`src/rtl/seq_op_controller_pkg.sv`:
```
// Shared definitions for the SequencerCell sequencer: seq_op bit map,
// command/status encodings, compare type and controller state.
package seq_op_controller_pkg;

  localparam int OP_CFG_BIT  = 0;
  localparam int OP_SET_BIT  = 1;
  localparam int OP_SCAN_BIT = 2;
  localparam int OP_INX_BIT  = 3;

  typedef enum logic [1:0] {
    CMD_CFG       = 2'd0,
    CMD_SCAN_INDX = 2'd1,
    CMD_SCAN_PAGE = 2'd2,
    CMD_RSVD      = 2'd3
  } cmd_op_t;

  typedef enum logic [1:0] {
    ST_OK      = 2'd0,
    ST_NOCFG   = 2'd1,
    ST_TIMEOUT = 2'd2,
    ST_BADOP   = 2'd3
  } rsp_status_t;

  // {equ, gtr} as driven on the head cell's rsltO
  typedef logic [1:0] compare_t;

  typedef enum logic [2:0] {
    IDLE,
    FETCH,
    CFGP,
    SETP,
    SCANP,
    SETTLE,
    RESP
  } state_t;

endpackage

```
`src/rtl/seq_timeout_timer.sv`:
```
// Loadable down-counter shared by the FETCH timeout and the SETTLE delay.
module seq_timeout_timer #(
  parameter int W = 8
) (
  input  logic         clk,
  input  logic         reset,
  input  logic         load,
  input  logic [W-1:0] load_val,
  input  logic         en,
  output logic         zero
);

  logic [W-1:0] count;

  always_ff @(posedge clk or posedge reset) begin
    if (reset) begin
      count <= '0;
    end else if (load) begin
      count <= load_val;
    end else if (en && (count != '0)) begin
      count <= count - W'(1);
    end
  end

  assign zero = (count == '0);

endmodule

```
`src/rtl/seq_op_controller.sv`:
```
// Single-master sequencer: fetches the DRAM row, pulses CFG/SET/SCAN to the
// cell array, waits for rsltO to settle and returns the head compare result.
module seq_op_controller
  import seq_op_controller_pkg::*;
#(
  parameter int CELL_SIZE = 8,
  parameter int OP_BITS   = 8,
  parameter int RSLT_LAT  = 2,
  parameter int FETCH_TMO = 255
) (
  input  logic                 clk,
  input  logic                 reset,
  input  logic                 cmd_valid,
  output logic                 cmd_ready,
  input  logic [1:0]           cmd_op,
  input  logic [CELL_SIZE-1:0] cmd_target,
  output logic                 dram_req,
  input  logic                 dram_rdy,
  output logic [OP_BITS-1:0]   seq_op,
  output logic [CELL_SIZE-1:0] target,
  input  logic [1:0]           rslt_in,
  output logic                 rsp_valid,
  input  logic                 rsp_ready,
  output logic [1:0]           rsp_cmp,
  output logic [1:0]           rsp_status,
  output logic [15:0]          clk_count,
  output logic                 busy
);

  localparam int TMR_W = ($clog2(FETCH_TMO + 1) > 4) ? $clog2(FETCH_TMO + 1) : 4;

  state_t             state;
  cmd_op_t            op_q;
  cmd_op_t            op_in;
  logic               configured;
  logic               accept;
  logic               op_good;
  logic               tmr_load;
  logic [TMR_W-1:0]   tmr_val;
  logic               tmr_en;
  logic               tmr_zero;

  assign op_in = cmd_op_t'(cmd_op);

  // The timer is loaded once per phase: on a good accept for the fetch window,
  // and while leaving SCANP for the settle delay.
  always_comb begin
    accept   = cmd_valid && cmd_ready;
    op_good  = accept && (op_in != CMD_RSVD) && (configured || (op_in == CMD_CFG));
    tmr_load = 1'b0;
    tmr_val  = '0;
    tmr_en   = 1'b0;
    if (op_good) begin
      tmr_load = 1'b1;
      tmr_val  = TMR_W'(FETCH_TMO - 1);
    end else if (state == SCANP) begin
      tmr_load = 1'b1;
      tmr_val  = TMR_W'(RSLT_LAT - 1);
    end
    if ((state == FETCH) && !dram_rdy) tmr_en = 1'b1;
    if (state == SETTLE) tmr_en = 1'b1;
  end

  seq_timeout_timer #(
    .W(TMR_W)
  ) u_timer (
    .clk      (clk),
    .reset    (reset),
    .load     (tmr_load),
    .load_val (tmr_val),
    .en       (tmr_en),
    .zero     (tmr_zero)
  );

  always_ff @(posedge clk or posedge reset) begin
    if (reset) begin
      clk_count <= '0;
    end else begin
      clk_count <= clk_count + 16'd1;
    end
  end

  // Outputs are registered alongside the state so they line up with it.
  always_ff @(posedge clk or posedge reset) begin
    if (reset) begin
      state      <= IDLE;
      op_q       <= CMD_CFG;
      configured <= 1'b0;
      target     <= '0;
      seq_op     <= '0;
      dram_req   <= 1'b0;
      cmd_ready  <= 1'b0;
      rsp_valid  <= 1'b0;
      rsp_cmp    <= '0;
      rsp_status <= ST_OK;
      busy       <= 1'b0;
    end else begin
      seq_op <= '0;
      case (state)
        IDLE: begin
          if (accept) begin
            op_q      <= op_in;
            target    <= cmd_target;
            cmd_ready <= 1'b0;
            busy      <= 1'b1;
            if (op_in == CMD_RSVD) begin
              state      <= RESP;
              rsp_valid  <= 1'b1;
              rsp_status <= ST_BADOP;
              rsp_cmp    <= '0;
            end else if (!op_good) begin
              state      <= RESP;
              rsp_valid  <= 1'b1;
              rsp_status <= ST_NOCFG;
              rsp_cmp    <= '0;
            end else begin
              state    <= FETCH;
              dram_req <= 1'b1;
            end
          end else begin
            cmd_ready <= 1'b1;
          end
        end
        FETCH: begin
          if (dram_rdy) begin
            if (op_q == CMD_CFG) begin
              state              <= CFGP;
              seq_op[OP_CFG_BIT] <= 1'b1;
            end else begin
              state              <= SETP;
              seq_op[OP_SET_BIT] <= 1'b1;
              seq_op[OP_INX_BIT] <= (op_q == CMD_SCAN_INDX);
            end
          end else if (tmr_zero) begin
            state      <= RESP;
            dram_req   <= 1'b0;
            rsp_valid  <= 1'b1;
            rsp_status <= ST_TIMEOUT;
            rsp_cmp    <= '0;
          end
        end
        CFGP: begin
          configured <= 1'b1;
          state      <= RESP;
          dram_req   <= 1'b0;
          rsp_valid  <= 1'b1;
          rsp_status <= ST_OK;
          rsp_cmp    <= '0;
        end
        SETP: begin
          state               <= SCANP;
          seq_op[OP_SCAN_BIT] <= 1'b1;
          seq_op[OP_INX_BIT]  <= (op_q == CMD_SCAN_INDX);
        end
        SCANP: begin
          state    <= SETTLE;
          dram_req <= 1'b0;
        end
        SETTLE: begin
          if (tmr_zero) begin
            state      <= RESP;
            rsp_valid  <= 1'b1;
            rsp_status <= ST_OK;
            rsp_cmp    <= rslt_in;
          end
        end
        RESP: begin
          if (rsp_ready) begin
            state     <= IDLE;
            rsp_valid <= 1'b0;
            busy      <= 1'b0;
            cmd_ready <= 1'b1;
          end
        end
        default: begin
          state <= IDLE;
        end
      endcase
    end
  end

endmodule
```
`config.mk`:
```
export PLATFORM = sky130hd
export DESIGN_NAME = seq_op_controller
export DESIGN_NICKNAME = d
export VERILOG_FILES = /design/src/rtl/seq_op_controller_pkg.sv /design/src/rtl/seq_timeout_timer.sv /design/src/rtl/seq_op_controller.sv
export SDC_FILE = /design/constraint.sdc
export NUM_CORES = 1
export LEC_CHECK = 0
export CAP_MARGIN = 5
export CORE_ASPECT_RATIO = 1.75
export CORE_UTILIZATION = 53
export CTS_BUF_LIST = sky130_fd_sc_hd__clkbuf_16
export DETAILED_ROUTE_END_ITERATION = 12
export PLACE_DENSITY = 0.95
export SETUP_SLACK_MARGIN = 0.1
export SLEW_MARGIN = 20
export SYNTH_ARGS = -nofsm -noshare
export SYNTH_HDL_FRONTEND = slang
export SYNTH_SLANG_ARGS = --single-unit
```
`constraint.sdc`:
```
create_clock -name clk -period 4.6 [get_ports clk]
set_input_delay 1.15 -clock clk [delete_from_list [all_inputs] [get_ports clk]]
set_output_delay 1.15 -clock clk [all_outputs]
set_load 0.03 [all_outputs]
```
Word-level counts from Yosys, hierarchy flattened
Cells that the tools add are included.
{"block": "op_classes", "n_addsub": 2, "n_eq_ne": 17, "mux": 55, "n_reduce_logical": 25}
{"operator": "2-bit two-way mux", "n": 13}
{"operator": "1-bit two-way mux", "n": 25}
{"operator": "8-bit two-way mux", "n": 3}
{"operator": "3-bit one-hot mux with 7 select lines", "n": 1}
{"operator": "3-bit two-way mux", "n": 6}
{"operator": "16-bit by 1-bit adder with 16-bit output, second input constant", "n": 1}
{"operator": "2-bit inequality test, second input constant", "n": 8}
{"operator": "2-bit one-hot mux with 4 select lines", "n": 2}
{"operator": "6-bit AND reduction", "n": 2}
{"operator": "3-bit == test, second input constant", "n": 3}
{"operator": "8-bit logical NOT", "n": 1}
{"operator": "8-bit nonzero test", "n": 1}
{"operator": "8-bit by 1-bit subtractor with 8-bit output, second input constant", "n": 1}
{"operator": "3-bit by 2-bit == test with 1-bit output, second input constant", "n": 2}
{"operator": "1-bit one-hot mux with 2 select lines", "n": 3}
{"operator": "2-bit AND reduction", "n": 3}
{"operator": "1-bit logical AND", "n": 5}
{"operator": "1-bit one-hot mux with 5 select lines", "n": 1}
{"operator": "5-bit AND reduction", "n": 1}
{"operator": "5-bit nonzero test", "n": 1}
{"operator": "2-bit logical NOT", "n": 2}
{"operator": "2-bit nonzero test", "n": 2}
{"operator": "4-bit nonzero test", "n": 1}
{"operator": "3-bit by 1-bit == test with 1-bit output, second input constant", "n": 1}
{"operator": "10 further kinds", "n": 10}
{"block": "word_totals", "ff_bits": 50, "input_bits": 17, "output_inout_bits": 40, "wordCells": 112}

Longest topological paths before layout
{"block": "depth", "ltp_word": 7, "ltp_mapped": 7, "mapped_depth_nobuf": 7}

Hierarchy
From an unflattened synthesis, not the netlist that was laid out.
{"block": "unflattened", "cells_unflattened": 233, "hier_area_um2": 2498.6}
{"module": "seq_op_controller", "instances": 1, "cells_each": 169, "area_each_um2": 1949.4}
{"module": "seq_timeout_timer", "instances": 1, "cells_each": 64, "area_each_um2": 549.3}

Least setup slack after synthesis
OpenSTA, ideal clock, no wires.
{"block": "synth_path", "kind": "input to register", "start": "input port cmd_valid", "end": "register op_q[0]", "setup_ns": 0.125, "arrival_time_ns": 2.014, "t_required_ns": 4.475, "path_slack_ns": 2.462, "stages": 4, "path_cell_list": "and2_1 > and3_1 > buf_4 > mux2_2"}
{"block": "synth_via", "elab_chain_cells": 2}
{"element": "from (decl)", "line_no": "seq_op_controller.sv:13", "rtl": "input logic cmd_valid,"}
{"element": "1-bit logical AND", "line_no": "seq_op_controller.sv:48", "rtl": "accept = cmd_valid && cmd_ready;"}
{"element": "2-bit AND reduction (no source line)"}
{"element": "to (signal assigned)", "line_no": "seq_op_controller.sv:102", "rtl": "op_q <= op_in;"}
{"element": "to (decl)", "line_no": "seq_op_controller.sv:33", "rtl": "cmd_op_t op_q;"}
No other way between the ends.
A chain may end at the register's enable or synchronous reset.

Final worst setup path
{"block": "layout_path", "start": "input port dram_rdy", "end": "register u_timer.count[2]"}
{"block": "layout_via", "elab_chain_cells": 6}
{"element": "from (decl)", "line_no": "seq_op_controller.sv:18", "rtl": "input logic dram_rdy,"}
{"element": "1-bit logical NOT", "line_no": "seq_op_controller.sv:60", "rtl": "if ((state == FETCH) && !dram_rdy) tmr_en = 1'b1;"}
{"element": "1-bit logical AND", "line_no": "seq_op_controller.sv:60"}
{"element": "1-bit two-way mux", "line_no": "seq_op_controller.sv:60"}
{"element": "1-bit two-way mux", "line_no": "seq_op_controller.sv:61", "rtl": "if (state == SETTLE) tmr_en = 1'b1;"}
{"element": "1-bit logical AND", "line_no": "seq_timeout_timer.sv:20", "rtl": "end else if (en && (count != '0)) begin"}
{"element": "2-bit nonzero test (no source line)"}
{"element": "to (signal assigned)", "line_no": "seq_timeout_timer.sv:19", "rtl": "count <= load_val;"}
{"element": "to (signal assigned)", "line_no": "seq_timeout_timer.sv:21", "rtl": "count <= count - W'(1);"}
{"element": "to (decl)", "line_no": "seq_timeout_timer.sv:13", "rtl": "logic [W-1:0] count;"}
No other way between the ends.

==> out/qor.yml <==
synthArstFlopShare_pct: 100
syn_inst: 215
num-fill-cells: 272
synthAdderAreaFrac_pct: 1.07
slew_headroom_pct: 44.5
syn_area_sq_mm: 0.00233
yosys.area_share.simple_pct: 18.0
io_buffer_count: 52
ys_seq_elements: 50
pin_count: 57
synth_top_family_by_area: "simple AND/OR/NAND/NOR gates"
root_buffer: "clkbuf_16"
drt_iter0_drc: 59
finalCritPeriodShare_pct: 58.7
nNetsFinal: 288
fin_skew_ns: 0.00310
slew_viol_final: 0
ys_top_cells_by_area: "dfrtp_1 (54%), mux2_2 (6.3%), xnor2_1 (3.8%)"
clk-insertion-delay-late_ns: 0.28
min_period_ns: 2.70
critPathTopFamily: "compound AO/OA/AOI/OAI gates"
finalHoldViolCount: 0
cts.sink_count: 50
cts_buffers: 5
critPathMaxFanout: 8
synth_top_area_share_pct: 53.7
synth_xor_area_share_pct: 5.26
track_usage_pct: 24.9
combPwrFrac_pct: 42.9
vias_per_cell: 5.87
critPathBufInv: 1
end_kind: "flip-flop"
post-cts-setup-buffers: 0
crit_type: "in -> reg"
slowest_stage: "clkdlybuf4s50_1"
p_sw_w: 0.000748
path_clk_slew_ns: 0.06
core_region_area_sq_mm: 0.00419
htreeDepth: 2
arrival_ns: 2.84
p_clk_share_pct: 18.6
diodes: 0
drc: 0
dieArea_sq_mm: 0.00468
drive_gt1_share_pct: 11.1
initial_core_util_pct: 55.6
holdBufCountCts: 0
ys_seq_area_share_pct: 53.7
crit_path_start_kind: "input port"
yosysUniqueCellTypes: 47
power-per-cell-area_mw_per_mm2: 621
final_util_pct: 72.1
place_hpwl_microns: 3810
synth_top_area_cell: "dfrtp_1"
areaGrowthSynthToFinish_pct: 29.6
die_h_microns: 89.7
synth_compound_area_share_pct: 11.9
rsz0062_at_grt: "no"
regArea_sq_mm: 0.00125
clock.fmax_ghz: 0.371
p_int_w: 0.00113
grt_pass1_wl_microns: 8730
grt_pass1_vias: 1950
wl_microns: 5240
wire_per_inst_microns: 16.4
ant_nets: 0
outcome: "complete, no violations"
setup_violations: 0
yosysWarningCount: 0
cts_tree: "yes"
worstPathCellList: "clkdlybuf4s50_1 -> nor2b_1 -> nor2_1 -> a21oi_2 -> o21ai_0 -> o311ai_0"
vias: 1874
synth-main-ff-cell: "dfrtp_1"
maxCapViolations: 0
vdd_drop_max_uv: 450
grt_max_degree: 51
ctsResizeCount: 0
die_w_microns: 52.1
synthMuxAreaShare_pct: 6.28
synth_edf_count: 0
hold_path_class: "reg -> reg"
avgSynthCellArea_sq_um: 10.8
switching_share_pct: 39.9
max_stage_delay_ns: 0.53
p_leak_nw: 1.29
tns_ns: 0
worstPathRequired_ns: 4.74
drt_first_pass_iters: 4
grt-ovfl-total: 0
num_rows: 31
antenna_found_initial: 0
place.gp.congestion: 0.887
multi_input_area_sq_mm: 0.00101
clockBufferDepth: 2
tightest_slew_ns: 0.831
power_frac_seq_pct: 38.5
==> synthesized netlist by cell type, drive strengths merged (5+ instances only) <==
cell type   n
nor3        5
mux2       13
and3        6
nand2b      6
nand2      18
o21ai      13
a21oi       8
dfrtp      50
nand3      10
xnor2      10
nor2       16
inv         8
buf         6
==> state kept, by name (all words and copies together) (netlist names) <==
signal and cells:
busy 1, clk_count 16, cmd_ready 1, configured 1, dram_req 1, op_q 2, rsp_cmp 2, rsp_status 2
rsp_valid 1, seq_op 4, state 3, target 8, u_timer.count 8
==> stage by stage <==
stage / hold slack (ns) / total power, W / cells / setup slack [ns] / area [sq um]
finish: 0.472 / 0.00187 / 319 / 1.90 / 3020
global route: 0.489 / 0.00197 / 319 / 1.73 / 3020
CTS: 0.478 / 0.00188 / 319 / 1.97 / 3020
detailed placement: 0.469 / 0.00151 / 311 / 1.76 / 2880
global placement: 0.445 / 0.00148 / 311 / 1.81 / 2880
floorplan: 0.427 / 0.00123 / 218 / 2.25 / 2340
==> layout make-up <==
cell class	instances	share of cell area [%]
flip-flops and latches	50	41.4
multi-input cells	151	33.3
repair buffers	53	17.5
clock buffers	5	4.14
well taps	49	2.03
inverters	8	1.04
clock inverters	3	0.539
==> cells by family after synthesis <==
| logic type | count (synthesis) |
|---|---|
| and+or+nand+nor | 78 |
| DFF | 50 |
| AOI/OAI and AO/OA | 40 |
| buffers and inverters | 17 |
| xor gates and xnor gates | 14 |
| muxes | 13 |
| adders and majority gates | 2 |
| other | 1 |
==> layer usage <==
layer	vias to the layer above	share of wire, %	GRT usage, %
met1	925	37	26.7
met3	20	3.6	4.74
met2	71	55	42.4
met5	-	0	0
met4	0	4.3	15.5
li1	858	-	-
==> layout by cell type (no fill, tap or decap), types with 5 or more instances in the layout <==
master / netlist / routed
nor2_1: 16 / 16
mux2_2: 13 / 13
nand2_1: 17 / 17
and3_1: 5 / 5
dfrtp_1: 50 / 50
clkdlybuf4s50_1: 0 / 52
nor3_1: 5 / 5
nand2b_1: 6 / 6
nand3_1: 10 / 10
inv_1: 8 / 7
a21oi_1: 7 / 7
o21ai_0: 13 / 13
xnor2_1: 10 / 10
clkbuf_16: 0 / 5
==> power by group through the flow <==
stage | sequential, W | clock [W] | combinational (W)
6_report | 0.000721 | 0.000349 | 0.000804
5_1_grt | 0.000737 | 0.000374 | 0.000861
4_1_cts | 0.000716 | 0.000359 | 0.000801
3_5_place_dp | 0.000720 | 0 | 0.000793
3_3_place_gp | 0.000710 | 0 | 0.000767
2_1_floorplan | 0.000815 | 0 | 0.000413
==> worst paths after layout <==
path / start / endpoint / slack [ns] / cells after the start
worst max-delay path: dram_rdy / u_timer.count[2]$_DFFE_PP0P_ / 1.90 / 6
worst min-delay path: clk_count[15]$_DFF_PP0_ / clk_count[15]$_DFF_PP0_ / 0.47 / 1
worst max register to register: u_timer.count[0]$_DFFE_PP0P_ / rsp_cmp[1]$_DFFE_PP0P_ / 2.58 / 6
worst min register to register: clk_count[15]$_DFF_PP0_ / clk_count[15]$_DFF_PP0_ / 0.47 / 1
max in group asynchronous: reset / cmd_ready$_DFFE_PP0P_ / 2.78 / 2
min in group asynchronous: reset / clk_count[5]$_DFF_PP0_ / 1.33 / 2
No activity file was read; power rests on OpenSTA's default activity.
